`src/rtl/fetch_pkg.sv`:
```
// Shared definitions for the instruction fetch ROM: sequencer states,
// default fill word and the ROM content function.
package fetch_pkg;

  typedef enum logic [1:0] {
    IDLE = 2'd0,
    RUN  = 2'd1,
    HALT = 2'd2
  } fetch_state_e;

  localparam int unsigned MAX_W = 32;
  localparam logic [MAX_W-1:0] FILL_DEFAULT = {MAX_W{1'b1}};

  // Populated words hold their own address; everything above DEPTH reads as fill.
  function automatic logic [MAX_W-1:0] rom_word(
    input logic [MAX_W-1:0] addr,
    input logic [MAX_W-1:0] depth,
    input logic [MAX_W-1:0] fill
  );
    logic [MAX_W-1:0] word;
    if (addr < depth) begin
      word = addr;
    end else begin
      word = fill;
    end
    return word;
  endfunction

endpackage

```
`src/rtl/inst_rom_array.sv`:
```
// Synchronous-read instruction ROM; data_o updates on the edge where en_i is high.
module inst_rom_array import fetch_pkg::*; #(
  parameter int unsigned       ADDR_W = 8,
  parameter int unsigned       INST_W = 8,
  parameter int unsigned       DEPTH  = 5,
  parameter logic [INST_W-1:0] FILL   = FILL_DEFAULT[INST_W-1:0]
) (
  input  logic              clk_i,
  input  logic              rst_ni,
  input  logic              en_i,
  input  logic [ADDR_W-1:0] addr_i,
  output logic [INST_W-1:0] data_o
);

  logic [MAX_W-1:0]  word_s;
  logic [INST_W-1:0] data_d;
  logic [INST_W-1:0] data_q;

  // Content lookup and read-enable hold.
  always_comb begin
    word_s = rom_word(MAX_W'(addr_i), MAX_W'(DEPTH), MAX_W'(FILL));
    if (en_i) begin
      data_d = word_s[INST_W-1:0];
    end else begin
      data_d = data_q;
    end
  end

  // Read data register.
  always_ff @(posedge clk_i or negedge rst_ni) begin
    if (!rst_ni) begin
      data_q <= {INST_W{1'b0}};
    end else begin
      data_q <= data_d;
    end
  end

  assign data_o = data_q;

endmodule

```
`src/rtl/inst_fetch_rom.sv`:
```
// Instruction fetch sequencer: program counter, IDLE/RUN/HALT control and a
// valid/ready output stage in front of a synchronous-read instruction ROM.
module inst_fetch_rom import fetch_pkg::*; #(
  parameter int unsigned       ADDR_W = 8,
  parameter int unsigned       INST_W = 8,
  parameter int unsigned       DEPTH  = 5,
  parameter logic [INST_W-1:0] FILL   = FILL_DEFAULT[INST_W-1:0]
) (
  input  logic              clk_i,
  input  logic              rst_ni,
  input  logic              start_i,
  input  logic [ADDR_W-1:0] start_addr_i,
  input  logic              jump_i,
  input  logic [ADDR_W-1:0] jump_addr_i,
  output logic [INST_W-1:0] inst_o,
  output logic [ADDR_W-1:0] pc_o,
  output logic              valid_o,
  input  logic              ready_i,
  output logic              busy_o
);

  fetch_state_e      state_d, state_q;
  logic [ADDR_W-1:0] fetch_pc_d, fetch_pc_q;
  logic [ADDR_W-1:0] pc_d, pc_q;
  logic              valid_d, valid_q;
  logic              busy_d, busy_q;
  logic              rd_en;
  logic [ADDR_W-1:0] rd_addr;
  logic [INST_W-1:0] rom_data;

  // fetch_pc always names the next word to read; a start from IDLE/HALT reads
  // start_addr_i directly so the first word is valid one cycle later.
  always_comb begin
    state_d    = state_q;
    fetch_pc_d = fetch_pc_q;
    pc_d       = pc_q;
    valid_d    = valid_q;
    rd_en      = 1'b0;
    rd_addr    = fetch_pc_q;
    case (state_q)
      IDLE, HALT: begin
        if (start_i) begin
          state_d    = RUN;
          rd_en      = 1'b1;
          rd_addr    = start_addr_i;
          pc_d       = start_addr_i;
          fetch_pc_d = start_addr_i + ADDR_W'(1'b1);
          valid_d    = 1'b1;
        end else begin
          valid_d    = 1'b0;
        end
      end
      RUN: begin
        if (jump_i) begin
          fetch_pc_d = jump_addr_i;
          valid_d    = 1'b0;
        end else if (start_i) begin
          fetch_pc_d = start_addr_i;
          valid_d    = 1'b0;
        end else if (valid_q && ready_i && (rom_data == FILL)) begin
          // Fill word just left for the decoder: stop without fetching more.
          state_d    = HALT;
          valid_d    = 1'b0;
        end else if (!valid_q || ready_i) begin
          rd_en      = 1'b1;
          rd_addr    = fetch_pc_q;
          pc_d       = fetch_pc_q;
          fetch_pc_d = fetch_pc_q + ADDR_W'(1'b1);
          valid_d    = 1'b1;
        end else begin
          valid_d    = valid_q;
        end
      end
      default: begin
        state_d = IDLE;
        valid_d = 1'b0;
      end
    endcase
    busy_d = (state_d == RUN);
  end

  // Sequencer state, program counters and handshake flags.
  always_ff @(posedge clk_i or negedge rst_ni) begin
    if (!rst_ni) begin
      state_q    <= IDLE;
      fetch_pc_q <= {ADDR_W{1'b0}};
      pc_q       <= {ADDR_W{1'b0}};
      valid_q    <= 1'b0;
      busy_q     <= 1'b0;
    end else begin
      state_q    <= state_d;
      fetch_pc_q <= fetch_pc_d;
      pc_q       <= pc_d;
      valid_q    <= valid_d;
      busy_q     <= busy_d;
    end
  end

  inst_rom_array #(
    .ADDR_W (ADDR_W),
    .INST_W (INST_W),
    .DEPTH  (DEPTH),
    .FILL   (FILL)
  ) u_rom (
    .clk_i  (clk_i),
    .rst_ni (rst_ni),
    .en_i   (rd_en),
    .addr_i (rd_addr),
    .data_o (rom_data)
  );

  assign inst_o  = rom_data;
  assign pc_o    = pc_q;
  assign valid_o = valid_q;
  assign busy_o  = busy_q;

endmodule

```
`config.mk`:
```
export PLATFORM = sky130hd
export DESIGN_NAME = inst_fetch_rom
export DESIGN_NICKNAME = d
export VERILOG_FILES = /design/src/rtl/fetch_pkg.sv /design/src/rtl/inst_rom_array.sv /design/src/rtl/inst_fetch_rom.sv
export SDC_FILE = /design/constraint.sdc
export NUM_CORES = 1
export LEC_CHECK = 0
export ABC_AREA = 1
export CAP_MARGIN = 10
export CORE_ASPECT_RATIO = 1.4
export CORE_MARGIN = 3
export CORE_UTILIZATION = 25
export DETAILED_ROUTE_END_ITERATION = 6
export GPL_TIMING_DRIVEN = 0
export SYNTH_ARGS = -nofsm -noshare
export SYNTH_HDL_FRONTEND = slang
export SYNTH_HIERARCHICAL = 1
export SYNTH_SLANG_ARGS = --single-unit
```
`constraint.sdc`:
```
create_clock -name clk_i -period 2.2 [get_ports clk_i]
set_clock_uncertainty 0.2 [all_clocks]
set_input_delay 0.66 -clock clk_i [delete_from_list [all_inputs] [get_ports clk_i]]
set_output_delay 0.66 -clock clk_i [all_outputs]
set_load 0.1 [all_outputs]
```
Yosys cells after proc, flatten, opt, wreduce, memory -nomap -nowiden
Index checks and enable logic that the tools add are counted.
- flip-flop bits (word level): 28
- input port bits: 21
- output and inout bits: 18
- word-level logic and storage cells: 61
- add/sub/neg operators: 2
- order comparisons: 1
- equality and inequality tests: 12
- multiplexer cells: 31
- reductions and logical operators: 9
- operators with widths (cell ; number):
    2-to-1 mux 8 bit ; 13
    one-hot mux 8 bit (2 select lines) ; 2
    adder 8 x 1 -> 8 bit (second input constant) ; 2
    != test 2 bit (second input constant) ; 5
    2-to-1 mux 1 bit ; 9
    == test 8 bit (second input constant) ; 1
    less-than comparator 8 x 3 -> 1 bit (second input constant) ; 1
    2-to-1 mux 2 bit ; 4
    != test 4 bit (second input constant) ; 2
    AND reduction 6 bit ; 1
    != test 5 bit (second input constant) ; 1
    == test 2 x 1 -> 1 bit (second input constant) ; 2
    one-hot mux 1 bit (2 select lines) ; 2
    one-hot mux 2 bit (2 select lines) ; 1
    AND reduction 4 bit ; 1
    == test 2 bit (second input constant) ; 1
    logical AND 1 bit ; 2
    zero test 2 bit ; 1
    nonzero test 2 bit ; 1
    OR reduction 2 bit ; 1
    zero test 1 bit ; 1
    logical OR 1 bit ; 1

Longest topological paths before layout
Gate-level depths: netlist (run 1).
- depth after elaboration: 7
- gate-level depth with buffers: 12
- mapped depth without buffers: 10

By module
The synthesis (run 1) kept the hierarchy.
- modules (own cells, without submodules) (module ; instances ; cells each ; area an instance (um^2) ; seq. area each (um^2)):
    inst_fetch_rom ; 1 ; 241 ; 1570.3 ; 500.5
    inst_rom_array ; 1 ; 34 ; 322.8 ; 200.2

Worst setup path before layout (run 1)
OpenSTA, ideal clock, no wires.
- kind: register to register
- start point: register u_rom.data_q[1], in the netlist u_rom/data_o[1]
- end point: register u_rom.data_q[0], in the netlist u_rom/data_o[0]
- setup time: 0.123 ns
- arrival: 2.079 ns
- required time: 1.877 ns
- slack: -0.201 ns
- cell stages (with the launch flop): 12
- path buffers: 2
- clock period less this slack: 2.401 ns
- path through: dfrtp_1 -> nand2_1 -> nor2_1 -> nand3_1 -> nand2_2 -> nand2_2 -> nand2_4 -> buf_6 -> inv_2 -> buf_2 -> mux2i_1 -> nand2_1
- longest elaborated chain between the ends: 6
- ends and longest elaborated chain (what ; line ; source):
    start, declared ; inst_rom_array.sv:17 ; logic [INST_W-1:0] data_q;
    start signal, assigned ; inst_rom_array.sv:32 ; data_q <= {INST_W{1'b0}};
    start signal, assigned ; inst_rom_array.sv:34 ; data_q <= data_d;
    == test 8 bit ; inst_fetch_rom.sv:60 ; end else if (valid_q && ready_i && (rom_data == FILL)) begin
    logical AND 1 bit ; inst_fetch_rom.sv:60 ;
    2-to-1 mux 1 bit ; inst_fetch_rom.sv:60 ;
    2-to-1 mux 1 bit ; inst_fetch_rom.sv:57 ; end else if (start_i) begin
    2-to-1 mux 1 bit ; inst_fetch_rom.sv:54 ; if (jump_i) begin
    one-hot mux 1 bit (2 select lines) ; inst_fetch_rom.sv:40 ; case (state_q)
    via rd_en ; inst_fetch_rom.sv:27 ; logic rd_en;
The timed path passes the listed nets, and every way through them passes these cells.
A chain may end at the register's enable or synchronous reset.

Worst setup path after layout (run 1)
- start point: register u_rom.data_q[0], in the netlist u_rom/data_o[0]
- end point: output inst_o[0]
- RTL lines (what ; line ; source):
    end, declared ; inst_fetch_rom.sv:15 ; output logic [INST_W-1:0] inst_o,
No word-level cell between the ends.

==> results of run 1 <==
[synthesized netlist by cell type (all sizes together)]
library cell,number
mux2,1
nand4,2
buf,4
dfrtp,28
clkbuf,3
a21oi,17
nand2,105
o211ai,1
a211oi,1
ha,2
nand3b,1
nor2,30
o21ai,31
a22oi,1
mux2i,4
o21bai,1
inv,26
nand3,17
[area by class of cell]
| class | instances | area [um2] | area share, % |
|---|---|---|---|
| clock inverter | 1 | 30.0 | 1.18 |
| inverter | 26 | 105 | 4.11 |
| tap | 95 | 119 | 4.65 |
| multi-input combinational | 214 | 1070 | 41.8 |
| clock buffer | 3 | 41.3 | 1.62 |
| sequential | 28 | 712 | 27.9 |
| timing repair buffer | 42 | 449 | 17.6 |
| buffer | 6 | 30.0 | 1.18 |
[per-layer routing]
metal / vias up / wire (um) / global-route usage (%)
li1: 973 / - / -
met1: 886 / 2020 / 14.9
met2: 51 / 2790 / 22.5
met3: 13 / 236 / 1.65
met4: 0 / 134 / 5.77
met5: - / 0 / 0
[cells by family after synthesis]
group	after synthesis	share of synthesized area, %
and+or+nand+nor	155	34.6
DFF	28	37.0
AOI/OAI and AO/OA	52	16.8
adders and majority gates	2	1.32
buffers and inverters	33	7.53
muxes	5	2.71
[state kept, by name, summed over array words and instances, names as in the netlist]
name and count:
state_q 2, u_rom/data_o 8, valid_o 1, fetch_pc_q 8
pc_o 8, busy_o 1
[power groups by stage]
stage	sequential [mW]	clock, mW	combinational (mW)
2_1_floorplan	1.03	0	0.207
3_3_place_gp	0.659	0	0.789
3_5_place_dp	0.659	0	0.802
4_1_cts	0.649	0.430	0.788
5_1_grt	0.665	0.449	0.835
6_report	0.648	0.414	0.785
[path summary, 6_finish.rpt]
| check | cells after the start | slack, ns | endpoint |
|---|---|---|---|
| max | 1 | 0.11 | inst_o[0] |
| min reg2reg | 2 | 0.29 | pc_o[4] |
| max in group asynchronous | 2 | 0.75 | u_rom/data_o[7] |
| max reg2reg | 8 | 0.35 | u_rom/data_o[0] |
| min | 2 | 0.29 | pc_o[4] |
| min in group asynchronous | 1 | 0.55 | pc_o[6] |
[repair_timing]
item,4_1_cts,5_1_grt
gates resized for setup,60,6
endpoints found under the setup margin,26,9
setup buffers,1,2
pin swaps,0,2
[metrics by stage]
stage,setup TNS [ns],std cells,util [%],hold WS (ns),power (mW)
floorplan,0,275,-,0.164,1.23
global placement,-16.67,408,33.6,0.275,1.45
finish,0,415,35.7,0.290,1.85
CTS,0,413,35.4,0.298,1.87
global route,0,415,35.7,0.323,1.95
detailed placement,-9.53,409,33.9,0.272,1.46
==> results_dict.tcl, run 1 <==
set metrics [dict create \
    status "complete, no violations" \
    firstDrtPassIters 4 \
    grt-ovfl-total 0 \
    n_antenna_cell 0 \
    yosysWarningCount 6 \
    critPathKind "register to output pin" \
    ant_nets 0 \
    row_count 36 \
    area_growth_syn_to_layout_pct 35.0 \
    crit_start "u_rom/data_o[0]" \
    cp_num_buf_inv 1 \
    die_x_um 79.5 \
    peakVddDrop_v 0.000274 \
    leakage_nw 1.22 \
    cts_hold_buf 0 \
    netlist_area_um2 1890 \
    drv_cap 0 \
    start_kind "register" \
    clk_pin_slew_ns 0.10 \
    die_area_um2 8670 \
    p_int_mw 1.03 \
    p_sw_share_pct 44.1 \
    slew_headroom_pct 60.6 \
    num_vias 1923 \
    wl_per_cell_um 12.5 \
    finish.instance_area_um2 2550 \
    hold_start "pc_o[4]" \
    htreeDepth 1 \
    synth.distinct_cells 29 \
    grt_max_degree 20 \
    finalWorstSetupSlack_ns 0.113 \
    grtUsageTotal_pct 12.6 \
    clk_path_buf_depth 2 \
    setup_viol 0 \
    coreArea_um2 7160 \
    end_kind "output pin" \
    pwr-share-seq_pct 35.1 \
    power_density_nw_per_um2 723 \
    fin_crit_ns 2.09 \
    avgSynthCellArea_um2 6.88 \
    layout_commonest_cell "nand2_1" \
    syn_nets 298 \
    period_share_pct 94.9 \
    post_dp_cell_area_um2 2430 \
    worstPathRequired_ns 1.34 \
    syn_inst 275 \
    yosysSeqAreaShare_pct 37.0 \
    gp_congestion 0.885 \
    critical_path.top_delay_family "buffers and inverters" \
    drv_slew 0 \
    die_h_um 109 \
    start_util_pct 26.4 \
    worstPathArrival_ns 1.23 \
    ios 39 \
    synth_top_cell_area_share_pct 37.0 \
    fmax_mhz 479 \
    synth_seq_cells 28 \
    max_stage_delay_ns 0.56 \
    clk_latency_ns 0.28 \
    drtIter0Drc 84 \
    root_buffer "clkbuf_8" \
    worst_slew_pin_slew_ns 0.590 \
    final_cell_mix "nand2_1, nor2_1, o21ai_0" \
    p_sw_mw 0.814 \
    rsz0062_at_grt "false" \
    synth_area_leaders "dfrtp_1, nand2_1, nor2_1" \
    drt-vias-per-instance 4.63 \
    hold_path_class "register to register" \
    hold_viol 0 \
    fillers 751 \
    worst-path-max-fanout 3 \
    antenna_found_initial 0 \
    pre_cts_slack_ns -0.554 \
    grt_pass1_wl_um 8740 \
    dp.final_hpwl_um 4180 \
    comb_power_share_pct 42.5 \
    grt_pass1_vias 1807 \
    crit_slowest_cell "clkdlybuf4s15_2" \
    drive_above_1_share_pct 22.2 \
    cts_inserted_buffers 3 \
    final_nets 344 \
    yosys.area.top_type "dfrtp_1" \
    remaining_drc_errors 0 \
    wl_um 5180 \
    cts_tree "done" \
    r2r_start "state_q[0]" \
    p_clk_share_pct 22.4 \
    port_buffers 38 \
    clock-sinks 28 \
    crit_chain "clkdlybuf4s15_2" \
]
(Power assumes the default switching activity.)
==> run 2: changes to the inputs <==
--- a/config.mk
+++ b/config.mk
@@ -12,6 +12,7 @@
 export CORE_UTILIZATION = 25
 export DETAILED_ROUTE_END_ITERATION = 6
 export GPL_TIMING_DRIVEN = 0
+export PLACE_DENSITY_LB_ADDON = 0.1
 export SYNTH_ARGS = -nofsm -noshare
 export SYNTH_HDL_FRONTEND = slang
 export SYNTH_HIERARCHICAL = 1
==> constraint.sdc (replaced) <==
create_clock -name clk_i -period 2.5 [get_ports clk_i]
set_clock_uncertainty 0.2 [all_clocks]
set_input_delay 0.75 -clock clk_i [delete_from_list [all_inputs] [get_ports clk_i]]
set_output_delay 0.75 -clock clk_i [all_outputs]
set_load 0.1 [all_outputs]
==> run 2 against run 1 <==
Compared with the run above:
- routed wire length increased by 11%
- register-to-register slack better by 0.16 ns
- first-iteration DRC count up 12%
- utilization fell by 1.5 points
- via count decreased by 1.7%
- critical path type unchanged
- largest cell class unchanged
==> results_dict.tcl, run 2 (synthesis results as in run 1) <==
set metrics [dict create \
    htreeDepth 1 \
    crit_chain "dlygate4sd2_1" \
    ios 39 \
    drv_slew 0 \
    rsz0062_at_grt "false" \
    die_x_um 79.5 \
    total_power_mw 1.61 \
    crit_start "pc_o[2]" \
    wl_met2_um 2890 \
    grtUsageTotal_pct 14.1 \
    worst_slew_pin_slew_ns 0.957 \
    n_antenna_cell 0 \
    top_layer "met4" \
    utilization_pct 34.2 \
    cp_num_buf_inv 1 \
    cts_hold_buf 0 \
    p_clk_share_pct 23.3 \
    p_sw_mw 0.734 \
    finalNonFillerCells 415 \
    fin_crit_ns 2.45 \
    root_buffer "clkbuf_8" \
    r2r_cells 11 \
    final_cell_mix "nand2_1, nor2_1, dfrtp_1" \
    drv_cap 0 \
    grt_max_degree 29 \
    clk_path_buf_depth 2 \
    drive_above_1_share_pct 16.6 \
    slew_headroom_pct 36.5 \
    peakVddDrop_v 0.000279 \
    ant_nets 0 \
    ff2ff_setup_slack_ns 0.51 \
    clk_latency_ns 0.28 \
    wl_per_cell_um 13.9 \
    status "complete, no violations" \
    clock-sinks 28 \
    post_dp_cell_area_um2 2390 \
    critPathKind "register to output pin" \
    setup_viol 0 \
    whs_ns 0.284 \
    fmax_mhz 408 \
    grt_pass1_wl_um 9440 \
    remaining_drc_errors 0 \
    power_density_nw_per_um2 659 \
    finish.instance_area_um2 2450 \
    worstPathArrival_ns 1.50 \
    hold_viol 0 \
    hold_path_class "register to register" \
    crit_slowest_cell "dlygate4sd2_1" \
    endpoint "pc_o[2]" \
    worstPathRequired_ns 1.55 \
    max_stage_delay_ns 0.85 \
    cts_inserted_buffers 3 \
    grt_pass1_vias 1880 \
    coreArea_um2 7160 \
    p_sw_share_pct 45.5 \
    multi_input_area_um2 1060 \
    cts_tree "done" \
    drtIter0Drc 94 \
    grt-ovfl-total 0 \
    comb_power_share_pct 41.6 \
    die_h_um 109 \
    layout_commonest_cell "nand2_1" \
    dp.final_hpwl_um 4360 \
    period_share_pct 98.1 \
    num_vias 1890 \
    start_kind "register" \
    r2r_start "state_q[1]" \
    leakage_nw 1.23 \
    reg2reg_to "u_rom/data_o[1]" \
    path_depth 1 \
    wl_met3_um 282 \
    dp.cells 408 \
    area_growth_syn_to_layout_pct 29.2 \
    critical_path.top_delay_family "buffers and inverters" \
    p_int_mw 0.879 \
    start_util_pct 26.4 \
    wl_um 5780 \
    firstDrtPassIters 4 \
    drt-vias-per-instance 4.55 \
    worst-path-max-fanout 2 \
    die_area_um2 8670 \
    fillers 789 \
    antenna_found_initial 0 \
    port_buffers 38 \
    seqCellArea_um2 701 \
    wl_met1_um 2540 \
    gp_congestion 0.817 \
    final_nets 344 \
    pwr-share-seq_pct 35.1 \
    clk_pin_slew_ns 0.11 \
    end_kind "output pin" \
    row_count 36 \
]
[run 2: metal layers]
layer | vias up | GRT usage, %
met1 | 866 | 18.1
met5 | - | 0
li1 | 973 | -
met2 | 47 | 24.1
met4 | 0 | 4.55
met3 | 4 | 1.98
[run 2: timing repair]
action,4_1_cts,5_1_grt
gates resized for setup,29,19
setup buffers,2,1
endpoints found under the hold margin,0,0
endpoints found under the setup margin,26,19
pin swaps,0,1
[run 2: worst min-delay path by stage]
| stage | end | cells after the start | startpoint | slack, ns |
|---|---|---|---|---|
| 3_5_place_dp | pc_o[7] | 2 | pc_o[7] | 0.27 |
| 2_1_floorplan | busy_o | 0 | rst_ni | 0.25 |
| 5_1_grt | pc_o[1] | 2 | pc_o[1] | 0.31 |
| 4_1_cts | pc_o[7] | 2 | pc_o[7] | 0.29 |
| 6_report | pc_o[7] | 2 | pc_o[7] | 0.28 |
| 3_3_place_gp | pc_o[6] | 2 | pc_o[6] | 0.27 |
[run 2: per-stage QoR]
step,worst slack [ns],TNS [ns]
after global placement,-0.359,-5.83
after floorplan,0.0987,0
after global routing,0.000887,0
final,0.0477,0
after detailed placement,-0.400,-3.07
after CTS,0.000941,0
[run 2: layout make-up]
| cell class | instances | area share [%] |
|---|---|---|
| Timing Repair Buffer | 41 | 13.9 |
| Sequential cell | 28 | 28.6 |
| Tap cell | 95 | 4.86 |
| Inverter | 26 | 4.30 |
| Clock buffer | 3 | 1.69 |
| Clock inverter | 1 | 1.23 |
| Multi-Input combinational cell | 214 | 43.3 |
| Buffer | 7 | 2.05 |
[run 2: power by group through the flow]
stage / clock [mW] / combinational [mW] / sequential, mW
after global routing: 0.407 / 0.715 / 0.578
after CTS: 0.396 / 0.683 / 0.567
final: 0.376 / 0.670 / 0.566
after detailed placement: 0 / 0.707 / 0.577
after global placement: 0 / 0.706 / 0.576
after floorplan: 0 / 0.183 / 0.898
[run 2: tightest hold or removal path: stages, from the launching register on]
cell and delay [ns]:
dfrtp_1 0.35, nand2_1 0.06, o21ai_2 0.04
